### src/rtl/aip_accum_core.sv
// aip_accum_core: buffered burst reducer (modular SUM, XOR; MAX when ACCUM_MAX_EN) with AIP register interface
module aip_accum_core #(
  parameter int DATA_WIDTH = 32,
  parameter int DEPTH = 16,
  parameter logic [31:0] IP_ID = 32'h0000_A5C1
) (
  input  logic                  clk,
  input  logic                  rst,
  input  logic [DATA_WIDTH-1:0] data_in,
  output logic [DATA_WIDTH-1:0] data_out,
  input  logic [4:0]            conf_dbus,
  input  logic                  read,
  input  logic                  write,
  input  logic                  start,
  output logic                  int_req
);
  localparam int AW = $clog2(DEPTH);
  localparam logic [4:0] A_IN = 5'h00, A_OUT = 5'h01, A_CFG = 5'h02, A_STAT = 5'h03, A_ID = 5'h1E;
`ifdef ACCUM_MAX_EN
  localparam logic [1:0] R_LAST = 2'd2;
  localparam logic MAX_BIT = 1'b1;
  logic [DATA_WIDTH-1:0] mx;
`else
  localparam logic [1:0] R_LAST = 2'd1;
  localparam logic MAX_BIT = 1'b0;
`endif
  typedef enum logic [1:0] {IDLE, RUN, DONE} state_t;
  state_t state, state_nx;
  logic [DATA_WIDTH-1:0] mem [DEPTH];
  logic [DATA_WIDTH-1:0] sum, xr, res, rd_data;
  logic [AW:0] wr_ptr, eff_len, len_cap;
  logic [AW-1:0] idx;
  logic [1:0] rd_ptr;
  logic [8:0] len;
  logic done, ovf, err, busy, go, last, wr_in;
  assign int_req = done;
  always_comb begin
    len_cap = (len >= 9'(DEPTH)) ? (AW+1)'(DEPTH) : (AW+1)'(len);
    go = start && state == IDLE;
    last = {1'b0, idx} == eff_len - (AW+1)'(1);
    wr_in = write && conf_dbus == A_IN && !busy && wr_ptr != (AW+1)'(DEPTH);
  end
  always_ff @(posedge clk)
    if (rst) state <= IDLE;
    else state <= state_nx;
  always_comb
    state_nx = state == IDLE ? (start ? (len_cap == '0 ? DONE : RUN) : IDLE)
             : state == RUN  ? (last ? DONE : RUN) : IDLE;
  always_comb busy = state == RUN;
  always_comb begin
`ifdef ACCUM_MAX_EN
    res = rd_ptr == 2'd0 ? sum : rd_ptr == 2'd1 ? xr : mx;
`else
    res = rd_ptr == 2'd0 ? sum : xr;
`endif
    rd_data = conf_dbus == A_OUT  ? res
            : conf_dbus == A_CFG  ? DATA_WIDTH'(len)
            : conf_dbus == A_STAT ? DATA_WIDTH'({MAX_BIT, err, ovf, busy, done})
            : conf_dbus == A_ID   ? DATA_WIDTH'(IP_ID) : '0;
  end
  always_ff @(posedge clk)
    if (wr_in) mem[wr_ptr[AW-1:0]] <= data_in;
  always_ff @(posedge clk) begin
    if (rst) begin
      data_out <= '0;
      wr_ptr <= '0;
      rd_ptr <= '0;
      len <= '0;
      sum <= '0;
      xr <= '0;
      done <= 1'b0;
      ovf <= 1'b0;
      err <= 1'b0;
      idx <= '0;
      eff_len <= '0;
`ifdef ACCUM_MAX_EN
      mx <= '0;
`endif
    end else begin
      if (read) data_out <= rd_data;
      if (read && conf_dbus == A_OUT) rd_ptr <= rd_ptr == R_LAST ? 2'd0 : rd_ptr + 2'd1;
      if (wr_in) wr_ptr <= wr_ptr + (AW+1)'(1);
      if (write && conf_dbus == A_IN && !busy && wr_ptr == (AW+1)'(DEPTH)) ovf <= 1'b1;
      if (write && conf_dbus == A_CFG && !busy) len <= data_in[8:0];
      if (write && conf_dbus == A_STAT && data_in[0]) begin
        done <= 1'b0;
        ovf <= 1'b0;
        err <= 1'b0;
        wr_ptr <= '0;
        rd_ptr <= '0;
      end
      // dropped traffic while busy is flagged after any clear so it is never lost
      if (busy && (start || (write && (conf_dbus == A_IN || conf_dbus == A_CFG)))) err <= 1'b1;
      if (go) begin
        sum <= '0;
        xr <= '0;
        done <= 1'b0;
        idx <= '0;
        eff_len <= len_cap;
`ifdef ACCUM_MAX_EN
        mx <= '0;
`endif
      end
      if (busy) begin
        sum <= sum + mem[idx];
        xr <= xr ^ mem[idx];
        idx <= idx + AW'(1);
`ifdef ACCUM_MAX_EN
        if (mem[idx] > mx) mx <= mem[idx];
`endif
      end
      if (state == DONE) begin
        done <= 1'b1;
        rd_ptr <= '0;
      end
    end
  end
endmodule

### config.mk
export PLATFORM = sky130hd
export DESIGN_NAME = aip_accum_core
export DESIGN_NICKNAME = d
export VERILOG_FILES = /design/src/rtl/aip_accum_core.sv
export SDC_FILE = /design/constraint.sdc
export NUM_CORES = 1
export LEC_CHECK = 0
export BUFFER_PORTS_ARGS = -buffer_cell sky130_fd_sc_hd__buf_2
export CORE_UTILIZATION = 25
export DETAILED_ROUTE_END_ITERATION = 16
export GPL_ROUTABILITY_DRIVEN = 0
export GPL_TIMING_DRIVEN = 0
export PLACE_DENSITY = 0.4
export SYNTH_ARGS = -nofsm -noshare
export SYNTH_HDL_FRONTEND = slang
export SYNTH_SLANG_ARGS = --single-unit
### constraint.sdc
create_clock -name clk -period 6.8 [get_ports clk]
set_clock_uncertainty 0.1 [all_clocks]
set_input_delay 1.36 -clock clk [delete_from_list [all_inputs] [get_ports clk]]
set_output_delay 1.36 -clock clk [all_outputs]
set_load 0.005 [all_outputs]
# Word level (Yosys, flattened, before mapping)
# Memories as Yosys holds them, arrays and structs flattened. A register that Yosys moved wholly into a read port is not among the register bits.
# Index checks and enable logic that the tools add are counted.
# W data, S select, Z words.
[op_classes]
addsub = 5
magnitude_cmp = 1
n_eq_ne = 10
muxes = 25
n_bitwise = 1
reduce_logical = 24
[op_table]
columns = ["cell", "count"]
rows = [
  ["$mux W32", 5],
  ["$mux W16", 3],
  ["$add A32 B32 Y32", 1],
  ["$xor A32 B32 Y32", 1],
  ["$mux W4", 4],
  ["$logic_and A1 B1 Y1", 12],
  ["$mux W2", 6],
  ["$eq A5 B2 Y1 const B", 2],
  ["$eq A5 B5 Y1 const B", 2],
  ["$logic_not A5 Y1", 2],
  ["$ge A9 B5 Y1 const B", 1],
  ["$mux W1", 6],
  ["$add A5 B1 Y5 const B", 1],
  ["$eq A4 B5 Y1", 1],
  ["$eq A5 B1 Y1 const B", 1],
  ["$mux W5", 1],
  ["$ne A5 B5 Y1 const B", 1],
  ["$sub A5 B1 Y5 const B", 1],
  ["$add A4 B1 Y4 const B", 1],
  ["$eq A2 B1 Y1 const B", 2],
  ["$logic_not A2 Y1", 2],
  ["$reduce_bool A2 Y1", 2],
  ["$reduce_bool A3 Y1", 1],
  ["$reduce_or A3 Y1", 1],
  ["other kinds (5)", 6],
]
[totals]
ff_bits = 126
ram_bits = 512
in_bits = 42
out_inout_bits = 33
elab_cells = 79
memories = 1
[memory_table]
columns = ["memory", "words", "word_bits", "read_ports", "rd_ports_with_merged_regs", "write_ports", "line_no", "source"]
rows = [
  ["mem", 16, 32, 1, 1, 1, "29", "logic [DATA_WIDTH-1:0] mem [DEPTH];"],
]

# Logic depth before layout (Yosys ltp)
[logic_depth]
word_depth = 6
mapped_depth = 17
depth_no_buf = 14

# Worst setup path after synthesis
# No wires, ideal clock.
[synth_path]
kind = "in2reg"
startpoint = "input conf_dbus[4]"
endpoint = "memory mem[0][0] (enable)"
setup_time_ps = 502
arrival_time_ps = 5862
t_required_ps = 6198
path_slack_ps = 335
path_stages = 5
n_path_buf = 0
path_cell_list = "nor3_1 nand2_1 nor4_1 nand2_1 nor4_1"
[synth_between]
elab_chain_cells = 6
[synth_lines]
columns = ["item", "line_no", "source"]
rows = [
  ["from (decl)", "11", "input logic [4:0] conf_dbus,"],
  ["$logic_not A5 Y1", "41", "wr_in = write && conf_dbus == A_IN && !busy && wr_ptr != (AW+1)'(DEPTH);"],
  ["$logic_and A1 B1 Y1 (3 in series)", "41", ""],
  ["$mux W1", "62", "if (wr_in) mem[wr_ptr[AW-1:0]] <= data_in;"],
  ["$mux W1 (not written as such)", "62", ""],
  ["to (decl)", "29", ""],
]
# No other way between the ends.

==> flow_summary.json <==
{
  "ant_nets": 0,
  "gr-total-overflow": 0,
  "antenna_found_initial": 12,
  "hp-class": "reg -> reg",
  "fin_hold_ws_ps": 352,
  "ys_dominant_reg_cell": "edfxtp_1",
  "fp.dieW_microns": 327,
  "cts_buffer_depth": 3,
  "first_global_vias": 16000,
  "coreArea_sq_um": 104000,
  "power.density_nw_per_um2": 262,
  "firstDrtPassIters": 7,
  "cp-start-kind": "flop",
  "cts_buffers": 75,
  "synth_area_leaders": "edfxtp_1, mux4_2, dfxtp_1",
  "peakVddDrop_uv": 177,
  "netlist.area_leader.share_pct": 58.1,
  "route.vias.total": 15200,
  "worstSetupPathType": "reg -> reg",
  "synth-seq-cells": 642,
  "min_period_ps": 5590,
  "cts_hold_buf": 0,
  "clock_latency_ps": 610,
  "synth.yosys.seq_area_share_pct": 68.0,
  "nNetsFinal": 1930,
  "slew_violations": 0,
  "status": "finished clean",
  "syn_area_sq_um": 26500,
  "syn-num-nets": 1724,
  "synth_cells": 1644,
  "io_buffer_count": 71,
  "finalSetupViolCount": 0,
  "grt_setup_unrepaired": "false",
  "tritoncts": "done",
  "synth.distinct_cells": 58,
  "cap_violations": 0,
  "synth_edf_count": 512,
  "syn_avg_cell_area_sq_um": 16.1,
  "yosysWarnings": 0,
  "cp.arrival_ps": 5990,
  "layout-drive-gt1-share_pct": 24.7,
  "synth.most_common_cell": "edfxtp_1",
  "place_area_sq_um": 29200,
  "start_util_pct": 25.4,
  "end_kind": "flop",
  "finalHoldViolations": 0,
  "synthTopCellsByCount": "edfxtp_1, mux4_2, dfxtp_1",
  "grt_pass1_wl_mm": 110,
  "leakagePower_nw": 10.2,
  "routed_wl_mm": 75.3,
  "timing.fmax_ghz": 0.179,
  "maxSlewHeadroom_pct": 21.6,
  "cts-htree-levels": 3,
  "cts_setup_buffers": 0,
  "drtIter0Drc": 919,
  "dp_hpwl_mm": 53.2,
  "row_count": 118,
  "grtUsageTotal_pct": 14.2,
  "fillCellCount": 10300,
  "die_area_sq_um": 107000,
  "async_reset_ff_share_pct": 0,
  "die_y_microns": 327,
  "vias_per_cell": 4.63,
  "route.detailed.drc": 0,
  "yosysTopAreaCell": "edfxtp_1",
  "fin_crit_sh_pct": 82.2,
  "grt_max_degree": 19,
  "critical_path.max_fanout": 10,
  "clockRootBuffer": "clkbuf_16",
  "worstPathRequired_ps": 7200,
  "cts_resized": 0,
  "clock_sinks": 642,
  "path_clk_slew_ps": 60,
  "final_area_sq_um": 31500,
  "syn_to_final_growth_pct": 19.2,
  "tightest_slew_ps": 1170,
  "io_pins": 75,
  "wl_per_cell_microns": 22.9
}
## through the flow
step	instances	worst slack, ps	power [mW]	utilization (%)	TNS, ps
after detailed placement	3153	1140	4.56	28.1	0
after floorplan	1644	335	4.45	-	0
final	3291	1210	8.25	30.3	0
after CTS	3290	1120	8.37	30.3	0
after global placement	3095	-5850	4.55	27.4	-1269040
after global routing	3290	917	8.53	30.3	0
## routing by layer
layer / track usage [%] / wire [microns]
met2: 24.2 / 37300
met1: 18.4 / 33200
met4: 4.37 / 1760
met5: 0 / 53
met3: 2.14 / 3050
## registers in the layout, indices dropped and copies added, names as in the netlist, 4 cells and up, named ones only
name,cells
wr_ptr,5
xr,32
idx,4
mem,512
sum,32
eff_len,5
data_out,32
len,9
## critical path: stages, from the launching register on
cell	delay [ps]
dfxtp_1	360
clkbuf_1	440
clkbuf_1	630
buf_2	490
mux4_2	380
mux4_2	560
ha_1	260
inv_1	90
fa_1	200
nand2b_1	150
a21oi_1	120
o311ai_1	450
a31oi_1	250
nor2b_1	270
o21ai_1	200
a21oi_1	220
xnor2_1	90
a22o_1	200
## path summary, 6_finish.rpt
check | startpoint | end | slack [ps] | cells past startpoint
worst max register to register | flop | sum[28]$_SDFFE_PP0N_ | 1210 | 17
worst min register to register | err$_SDFFE_PP0P_ | err$_SDFFE_PP0P_ | 350 | 2
worst min-delay path | err$_SDFFE_PP0P_ | err$_SDFFE_PP0P_ | 350 | 2
worst max-delay path | flop | sum[28]$_SDFFE_PP0N_ | 1210 | 17
## layout by cell type, fill, tap and decap left out, drive strengths merged, types with 3 or more instances in the layout
| master | instances |
|---|---|
| a31oi | 7 |
| a22oi | 17 |
| and3 | 3 |
| mux2i | 35 |
| nor3b | 4 |
| nand2b | 17 |
| or2 | 37 |
| a21oi | 114 |
| dfxtp | 130 |
| nor2b | 5 |
| inv | 22 |
| xor2 | 15 |
| a22o | 12 |
| o21ai | 29 |
| o21bai | 3 |
| nand3 | 59 |
| buf | 161 |
| nor3 | 9 |
| nand2 | 129 |
| clkinv | 33 |
| nor4 | 7 |
| o211ai | 3 |
| nor2 | 91 |
| a211oi | 6 |
| mux2 | 4 |
| o22ai | 3 |
| o31ai | 5 |
| ha | 37 |
| clkbuf | 160 |
| nand4 | 11 |
| edfxtp | 512 |
| mux4 | 160 |
| a21o | 20 |
| xnor2 | 22 |
| and2 | 5 |
## cells by family (layout without fill, tap and decap cells)
logic type | Yosys count | in the layout | synth area share, %
AOI/OAI and AO/OA | 232 | 232 | 5.32
xor gates and xnor gates | 37 | 37 | 1.22
adders and majority gates | 38 | 38 | 1.83
buffers and inverters | 111 | 377 | 1.69
DFF | 642 | 642 | 68.0
muxes | 199 | 199 | 15.1
other | 0 | 1 | 0
and+or+nand+nor | 385 | 385 | 6.87
## power by group
| part | total (mW) | internal, mW | switching (mW) | leakage, nW |
|---|---|---|---|---|
| sequential | 4.25 | 4.24 | 0.00900 | 5.65 |
| clock | 3.77 | 2.17 | 1.61 | 1.13 |
| combinational | 0.222 | 0.0691 | 0.153 | 3.44 |
## area by class of cell
class / count / area [sq um] / share of cell area, %
Clock inverter: 38 / 236 / 0.750
Buffer: 93 / 380 / 1.21
Sequential cell: 642 / 18000 / 57.0
Timing Repair Buffer: 129 / 987 / 3.13
Tap cell: 1380 / 1730 / 5.48
Inverter: 18 / 67.6 / 0.214
Multi-Input combinational cell: 891 / 8110 / 25.7
Clock buffer: 99 / 2050 / 6.50
Antenna cell: 1 / 2.50 / 0.00793
(Power assumes the default switching activity.)
